$ cat src/rtl/vp_pkg.sv
// -----------------------------------------------------------------------------
// vp_pkg
// Shared definitions for the instruction sequencer that feeds the Processor.
//  - INSTR_W         : width of one vector instruction word (13 bits)
//  - OP_*            : opcode encodings held in bits [12:11]
//  - *_MSB / *_LSB   : field boundaries (opcode 12:11, reg 10:9, addr 8:0)
//  - state_t         : sequencer FSM state encoding
//  - issue_word()    : word as placed on the bus (ADD/MUL carry no operands)
// -----------------------------------------------------------------------------
package vp_pkg;

   localparam int INSTR_W = 13;

   localparam logic [1:0] OP_LOAD  = 2'b00;
   localparam logic [1:0] OP_STORE = 2'b01;
   localparam logic [1:0] OP_ADD   = 2'b10;
   localparam logic [1:0] OP_MUL   = 2'b11;

   localparam int OPC_MSB  = 12;
   localparam int OPC_LSB  = 11;
   localparam int REG_MSB  = 10;
   localparam int REG_LSB  = 9;
   localparam int ADDR_MSB = 8;
   localparam int ADDR_LSB = 0;

   typedef enum logic [2:0] {
      ST_IDLE  = 3'd0,
      ST_PRST  = 3'd1,
      ST_ISSUE = 3'd2,
      ST_HOLD  = 3'd3,
      ST_FIN   = 3'd4
   } state_t;

   // ADD and MUL work on fixed registers, so their reg/addr fields are
   // cleared before the word reaches the Processor.
   function automatic logic [INSTR_W-1:0] issue_word(input logic [INSTR_W-1:0] w);
      logic [1:0] op;
      op = w[OPC_MSB:OPC_LSB];
      if ((op == OP_ADD) || (op == OP_MUL)) begin
         return {op, {(REG_MSB-ADDR_LSB+1){1'b0}}};
      end else begin
         return w;
      end
   endfunction

endpackage

$ cat src/rtl/instr_prog_mem.sv
// -----------------------------------------------------------------------------
// instr_prog_mem
// DEPTH x INSTR_W program store. Synchronous write, asynchronous read,
// contents are deliberately not reset so a program survives a reset.
// Ports:
//  clk    in   clock
//  we     in   write strobe
//  waddr  in   write slot
//  wdata  in   instruction word to store
//  raddr  in   read slot
//  rdata  out  word at raddr (combinational)
// -----------------------------------------------------------------------------
module instr_prog_mem
   import vp_pkg::*;
#(
   parameter int DEPTH = 16
)(
   input  logic                     clk,
   input  logic                     we,
   input  logic [$clog2(DEPTH)-1:0] waddr,
   input  logic [INSTR_W-1:0]       wdata,
   input  logic [$clog2(DEPTH)-1:0] raddr,
   output logic [INSTR_W-1:0]       rdata
);

   logic [INSTR_W-1:0] mem_r [DEPTH];

   // Program write port.
   always_ff @(posedge clk) begin
      if (we) begin
         mem_r[waddr] <= wdata;
      end
   end

   assign rdata = mem_r[raddr];

endmodule

$ cat src/rtl/instr_sequencer.sv
// -----------------------------------------------------------------------------
// instr_sequencer
// Hardware instruction source for the Processor. On start it pulses the
// Processor reset, then plays the stored program word by word, each word held
// on the bus for its opcode's hold time, and finally pulses done.
// Ports:
//  clk          in   clock, rising edge
//  rst          in   asynchronous active-low reset
//  prog_we      in   program write strobe (honoured only while idle)
//  prog_addr    in   program slot to write
//  prog_data    in   instruction word to write
//  prog_len     in   number of instructions to run, sampled on start
//  start        in   run request
//  abort        in   synchronous cancel of a run
//  instruction  out  instruction bus to the Processor
//  instr_valid  out  instruction carries a program word
//  proc_rst     out  active-high reset pulse to the Processor
//  busy         out  run in progress
//  done         out  one-cycle pulse at the end of a completed run
//  pc           out  index of the word on the bus
// -----------------------------------------------------------------------------
module instr_sequencer
   import vp_pkg::*;
#(
   parameter int DEPTH    = 16,
   parameter int HOLD_LD  = 10,
   parameter int HOLD_ST  = 10,
   parameter int HOLD_ADD = 10,
   parameter int HOLD_MUL = 10,
   parameter int CNT_W    = 8
)(
   input  logic                     clk,
   input  logic                     rst,
   input  logic                     prog_we,
   input  logic [$clog2(DEPTH)-1:0] prog_addr,
   input  logic [INSTR_W-1:0]       prog_data,
   input  logic [$clog2(DEPTH):0]   prog_len,
   input  logic                     start,
   input  logic                     abort,
   output logic [INSTR_W-1:0]       instruction,
   output logic                     instr_valid,
   output logic                     proc_rst,
   output logic                     busy,
   output logic                     done,
   output logic [$clog2(DEPTH)-1:0] pc
);

   localparam int             AW      = $clog2(DEPTH);
   localparam int             LW      = AW + 1;
   localparam logic [LW-1:0]  LEN_MAX = LW'(DEPTH);
   localparam logic [CNT_W-1:0] CNT_ONE = CNT_W'(1'b1);

   // Hold time for an opcode; a zero hold still occupies one bus cycle.
   function automatic logic [CNT_W-1:0] hold_for(input logic [1:0] op);
      int unsigned h;
      case (op)
         OP_LOAD:  h = HOLD_LD;
         OP_STORE: h = HOLD_ST;
         OP_ADD:   h = HOLD_ADD;
         OP_MUL:   h = HOLD_MUL;
         default:  h = HOLD_MUL;
      endcase
      return (h == 32'd0) ? CNT_ONE : h[CNT_W-1:0];
   endfunction

   state_t               state_r, state_s;
   logic [AW-1:0]        pc_r, pc_s;
   logic [LW-1:0]        len_r, len_s, len_sat_s;
   logic [CNT_W-1:0]     cnt_r, cnt_s, hold_s;
   logic [INSTR_W-1:0]   instruction_r, instr_s;
   logic                 instr_valid_r, valid_s;
   logic                 proc_rst_r, prst_s;
   logic                 busy_r, busy_s;
   logic                 done_r, done_s;
   logic                 mem_we_s;
   logic [AW-1:0]        rd_addr_s;
   logic [INSTR_W-1:0]   rd_data_s, word_s;

   instr_prog_mem #(.DEPTH(DEPTH)) u_mem (
      .clk   (clk),
      .we    (mem_we_s),
      .waddr (prog_addr),
      .wdata (prog_data),
      .raddr (rd_addr_s),
      .rdata (rd_data_s)
   );

   // Read address: while holding, look ahead to the next word so it can be
   // placed on the bus on the very edge the current hold expires.
   always_comb begin
      if (state_r == ST_HOLD) begin
         rd_addr_s = pc_r + AW'(1'b1);
      end else begin
         rd_addr_s = pc_r;
      end
   end

   // Run length limited to the program size.
   always_comb begin
      if (prog_len > LEN_MAX) begin
         len_sat_s = LEN_MAX;
      end else begin
         len_sat_s = prog_len;
      end
   end

   assign word_s = issue_word(rd_data_s);
   assign hold_s = hold_for(rd_data_s[OPC_MSB:OPC_LSB]);

   // Next-state and next-output decode; outputs are registered from these.
   always_comb begin
      state_s  = state_r;
      pc_s     = pc_r;
      len_s    = len_r;
      cnt_s    = cnt_r;
      instr_s  = instruction_r;
      valid_s  = instr_valid_r;
      prst_s   = 1'b0;
      busy_s   = busy_r;
      done_s   = 1'b0;
      mem_we_s = 1'b0;
      if (abort && (state_r != ST_IDLE)) begin
         state_s = ST_IDLE;
         valid_s = 1'b0;
         busy_s  = 1'b0;
         pc_s    = {AW{1'b0}};
      end else begin
         case (state_r)
            ST_IDLE: begin
               mem_we_s = prog_we;
               if (start) begin
                  if (prog_len != {LW{1'b0}}) begin
                     state_s = ST_PRST;
                     len_s   = len_sat_s;
                     prst_s  = 1'b1;
                     busy_s  = 1'b1;
                  end else begin
                     state_s = ST_FIN;
                     done_s  = 1'b1;
                  end
               end else begin
                  state_s = ST_IDLE;
               end
            end
            ST_PRST: begin
               state_s = ST_ISSUE;
            end
            ST_ISSUE: begin
               instr_s = word_s;
               valid_s = 1'b1;
               cnt_s   = hold_s;
               state_s = ST_HOLD;
            end
            ST_HOLD: begin
               if (cnt_r == CNT_ONE) begin
                  if ({1'b0, pc_r} == (len_r - LW'(1'b1))) begin
                     state_s = ST_FIN;
                     done_s  = 1'b1;
                     valid_s = 1'b0;
                     busy_s  = 1'b0;
                     pc_s    = {AW{1'b0}};
                  end else begin
                     // The expiring hold cycle doubles as the issue slot of
                     // the next word, so consecutive words have no gap.
                     pc_s    = rd_addr_s;
                     instr_s = word_s;
                     cnt_s   = hold_s;
                     state_s = ST_HOLD;
                  end
               end else begin
                  cnt_s = cnt_r - CNT_ONE;
               end
            end
            ST_FIN: begin
               state_s = ST_IDLE;
            end
            default: begin
               state_s = ST_IDLE;
               valid_s = 1'b0;
               busy_s  = 1'b0;
               pc_s    = {AW{1'b0}};
            end
         endcase
      end
   end

   // State and output registers.
   always_ff @(posedge clk or negedge rst) begin
      if (!rst) begin
         state_r       <= ST_IDLE;
         pc_r          <= {AW{1'b0}};
         len_r         <= {LW{1'b0}};
         cnt_r         <= {CNT_W{1'b0}};
         instruction_r <= {INSTR_W{1'b0}};
         instr_valid_r <= 1'b0;
         proc_rst_r    <= 1'b0;
         busy_r        <= 1'b0;
         done_r        <= 1'b0;
      end else begin
         state_r       <= state_s;
         pc_r          <= pc_s;
         len_r         <= len_s;
         cnt_r         <= cnt_s;
         instruction_r <= instr_s;
         instr_valid_r <= valid_s;
         proc_rst_r    <= prst_s;
         busy_r        <= busy_s;
         done_r        <= done_s;
      end
   end

   assign instruction = instruction_r;
   assign instr_valid = instr_valid_r;
   assign proc_rst    = proc_rst_r;
   assign busy        = busy_r;
   assign done        = done_r;
   assign pc          = pc_r;

endmodule

$ cat config.mk
export PLATFORM = sky130hd
export DESIGN_NAME = instr_sequencer
export DESIGN_NICKNAME = d
export VERILOG_FILES = /design/src/rtl/vp_pkg.sv /design/src/rtl/instr_prog_mem.sv /design/src/rtl/instr_sequencer.sv
export SDC_FILE = /design/constraint.sdc
export NUM_CORES = 1
export LEC_CHECK = 0
export CAP_MARGIN = 40
export CORE_ASPECT_RATIO = 0.7
export CORE_MARGIN = 2
export CORE_UTILIZATION = 65
export CTS_CLUSTER_SIZE = 20
export DETAILED_ROUTE_END_ITERATION = 6
export PLACE_DENSITY = 0.82
export SYNTH_ARGS = -nofsm -noshare
export SYNTH_HDL_FRONTEND = slang
export SYNTH_SLANG_ARGS = --single-unit
$ cat constraint.sdc
create_clock -name clk -period 7.6 [get_ports clk]
set_input_delay 0.76 -clock clk [delete_from_list [all_inputs] [get_ports clk]]
set_output_delay 0.76 -clock clk [all_outputs]
set_load 0.01 [all_outputs]
==> qor.csv <==
metric,value,unit
post-synth top area cell,edfxtp_1,
Ys Warns,0,
outcome,finished clean,
Worst Hold Class,input pin to asynchronous set/reset pin,
Final WS setup,4170,ps
Final min period,3430,ps
reg2reg end,instruction[4],
Initial Utilization,66.0,%
TritonCTS buffer count,24,
area grow syn2layout,15.2,%
post-CTS resize count,0,
Synth top area share,55.3,%
Post-Place Setup Slack,4240,ps
remaining global-route overflow,0,
period utilisation layout,45.1,%
combined flip-flop and latch cell area,7170,um2
CTS sink cnt,245,
Clock Skews,7.32,ps
post-CTS setup buffer count,0,
Critical Path AT,3850,ps
synth unique cells,63,
Final Hold Viols,0,
Avg WL per Cell,28.4,um
CTS tree,built,
Critical Path Sink Type,flip-flop,
Post-synth ARST share,15.1,%
Slew Limit Headroom,37.6,%
maxcap violations,0,
die width,162,um
first-pass GRT wire length,47.2,mm
largest net degree at the start of global routing,79,
Die Y-Extent,114,um
Post-Syn Area,11300,um2
worst-margin pin slew,937,ps
Clock transition at path regs,60,ps
Worst Path Required,8020,ps
CTS H-tree lvls,1,
critical path type,flip-flop to flip-flop,
hold_ws,167,ps
Total GRT Usage,34.4,%
final setup violation count,0,
First-pass DRT Iterations,5,
area post-placement,12200,um2
area occupied by multi-input gates,3790,um2
Pwr Density,266,nW/um2
core area,17100,um2
Max Slew Vio Count,0,
DIE AREA,18500,um2
sequential area share after synthesis,63.4,%
share of layout cells above drive strength 1,17.1,%
gpl congestion,0.835,
TNS Setup,0,ps
Lkg Pwr,0.00417,uW
synthesis-stage register bit count,245,
Post-synth EDFFs,208,
fin cells,1101,
Max Root-Sink Buffers,3,
reg-to-reg critical path startpoint,state_r[1],
Nets,882,
crit start category,flip-flop,
synth top area cells,"edfxtp_1 55%, dfrtp_1 8.2%, o221ai_1 7.4%",
placed insts,1056,
CP max FO,20,
Cell Rows,40,
post-synth net total,846,
Register-to-Register Setup Slack,4170,ps
vias in the first global route,7886,
Peak Freq,0.292,GHz
Syn Inst Count,815,
vias per cell,7.42,
final standard cell area without fillers,13000,um2
average cell area after synthesis,13.9,um2
"Hold-fix buffers, CTS",0,
number of fill cells,1028,
initial antenna violation count,1,
worst reg-to-reg path cell count,8,
Post-Route WL,31.3,mm
I/O pin count,48,
"Clk Latency, worst-skew pair",520,ps
most frequent cells in the layout,"208 x edfxtp_1, 95 x o221ai_1, 46 x clkdlybuf4s50_1",
DRC Markers,0,
"commonest non-fill, non-tap cell in the layout",edfxtp_1,
Via Count,8168,
ANT nets after route,0,
worst vdd ir,171,uV
initial DRC count,1297,
dpl hpwl,19.5,mm
CTS Root Cell,clkbuf_16,
PortBufs,47,
ys flop type,edfxtp_1,
RSZ-0062 raised after global routing,false,
## worst max path at each step
stage | from | end | slack [ps] | cells past startpoint
2_1_floorplan | state_r[1] | u_mem.mem_r[0][0] | 4710 | 6
3_3_place_gp | state_r[1] | instruction[1] | 4260 | 7
3_5_place_dp | abort | instruction[1] | 4240 | 9
4_1_cts | state_r[1] | instruction[4] | 4210 | 8
5_1_grt | state_r[1] | instruction[0] | 3970 | 8
6_report | state_r[1] | instruction[4] | 4170 | 8
## sequential cells by signal (all words and copies together) (netlist names)
register and flops:
busy 1, cnt_r 8, done 1, instr_valid 1, instruction 13, len_r 5, pc 4, proc_rst 1
state_r 3, u_mem.mem_r 208
## cells in the mapped netlist, types with 3 or more instances
cell / n
o21ai_0: 11
inv_1: 20
a31oi_1: 4
xnor2_1: 10
o22ai_1: 25
nor3_1: 26
a311oi_1: 21
nor2b_1: 5
nand4_1: 3
nand2_1: 44
edfxtp_1: 208
mux2_2: 38
o21ai_1: 4
o221ai_1: 95
o32ai_2: 9
a22oi_1: 3
a221oi_1: 25
mux2i_1: 9
nand3b_1: 6
and2_1: 3
nor2_1: 34
buf_4: 3
or2_2: 3
nand3_1: 23
dfrtp_1: 37
a211oi_1: 7
or3_1: 5
a21oi_1: 8
clkbuf_1: 37
buf_2: 26
nand2b_1: 6
ha_1: 4
buf_6: 3
mux4_2: 6
## kinds of logic after synthesis
family / count (synthesis) / share of synthesized area [%]
flops: 245 / 63.4
compound gates: 235 / 17.6
simple gates: 171 / 7.52
buf+inv: 92 / 3.64
mux: 55 / 6.24
xor+xnor: 13 / 1.07
fa+ha+maj: 4 / 0.443
## area by class of cell
| type | instances | share of cell area [%] |
|---|---|---|
| clock buffers | 33 | 5.27 |
| clock inverters | 11 | 1.03 |
| inverters | 21 | 0.605 |
| flip-flops and latches | 245 | 55.1 |
| multi-input cells | 478 | 29.1 |
| diodes | 1 | 0.0192 |
| well taps | 231 | 2.22 |
| repair buffers | 81 | 6.64 |
## metrics by stage
| stage | power [uW] | util, % |
|---|---|---|
| floorplan | 1980 | - |
| global placement | 2180 | 69.8 |
| detailed placement | 2240 | 71.3 |
| CTS | 3460 | 76.1 |
| global route | 3560 | 76.1 |
| finish | 3460 | 76.1 |
## worst max-delay path, stage by stage, from the launching register on
cell	delay, ps
dfrtp_1	590
nand3b_1	610
or3_1	600
and2_1	350
buf_16	240
o31ai_2	260
o31ai_2	110
buf_4	250
o32ai_2	310
## power breakdown
part / switching, uW / internal [uW] / total (uW)
sequential: 90.9 / 1550 / 1640
clock: 504 / 733 / 1240
combinational: 347 / 240 / 588
total: 942 / 2520 / 3460
## metal layers
layer / GRT usage (%) / share of wire (%)
met1: 48.9 / 39
met2: 52.0 / 45
met3: 10.9 / 13
met4: 9.91 / 2.5
met5: 0 / 0
Power figures use the tool's default switching activity.
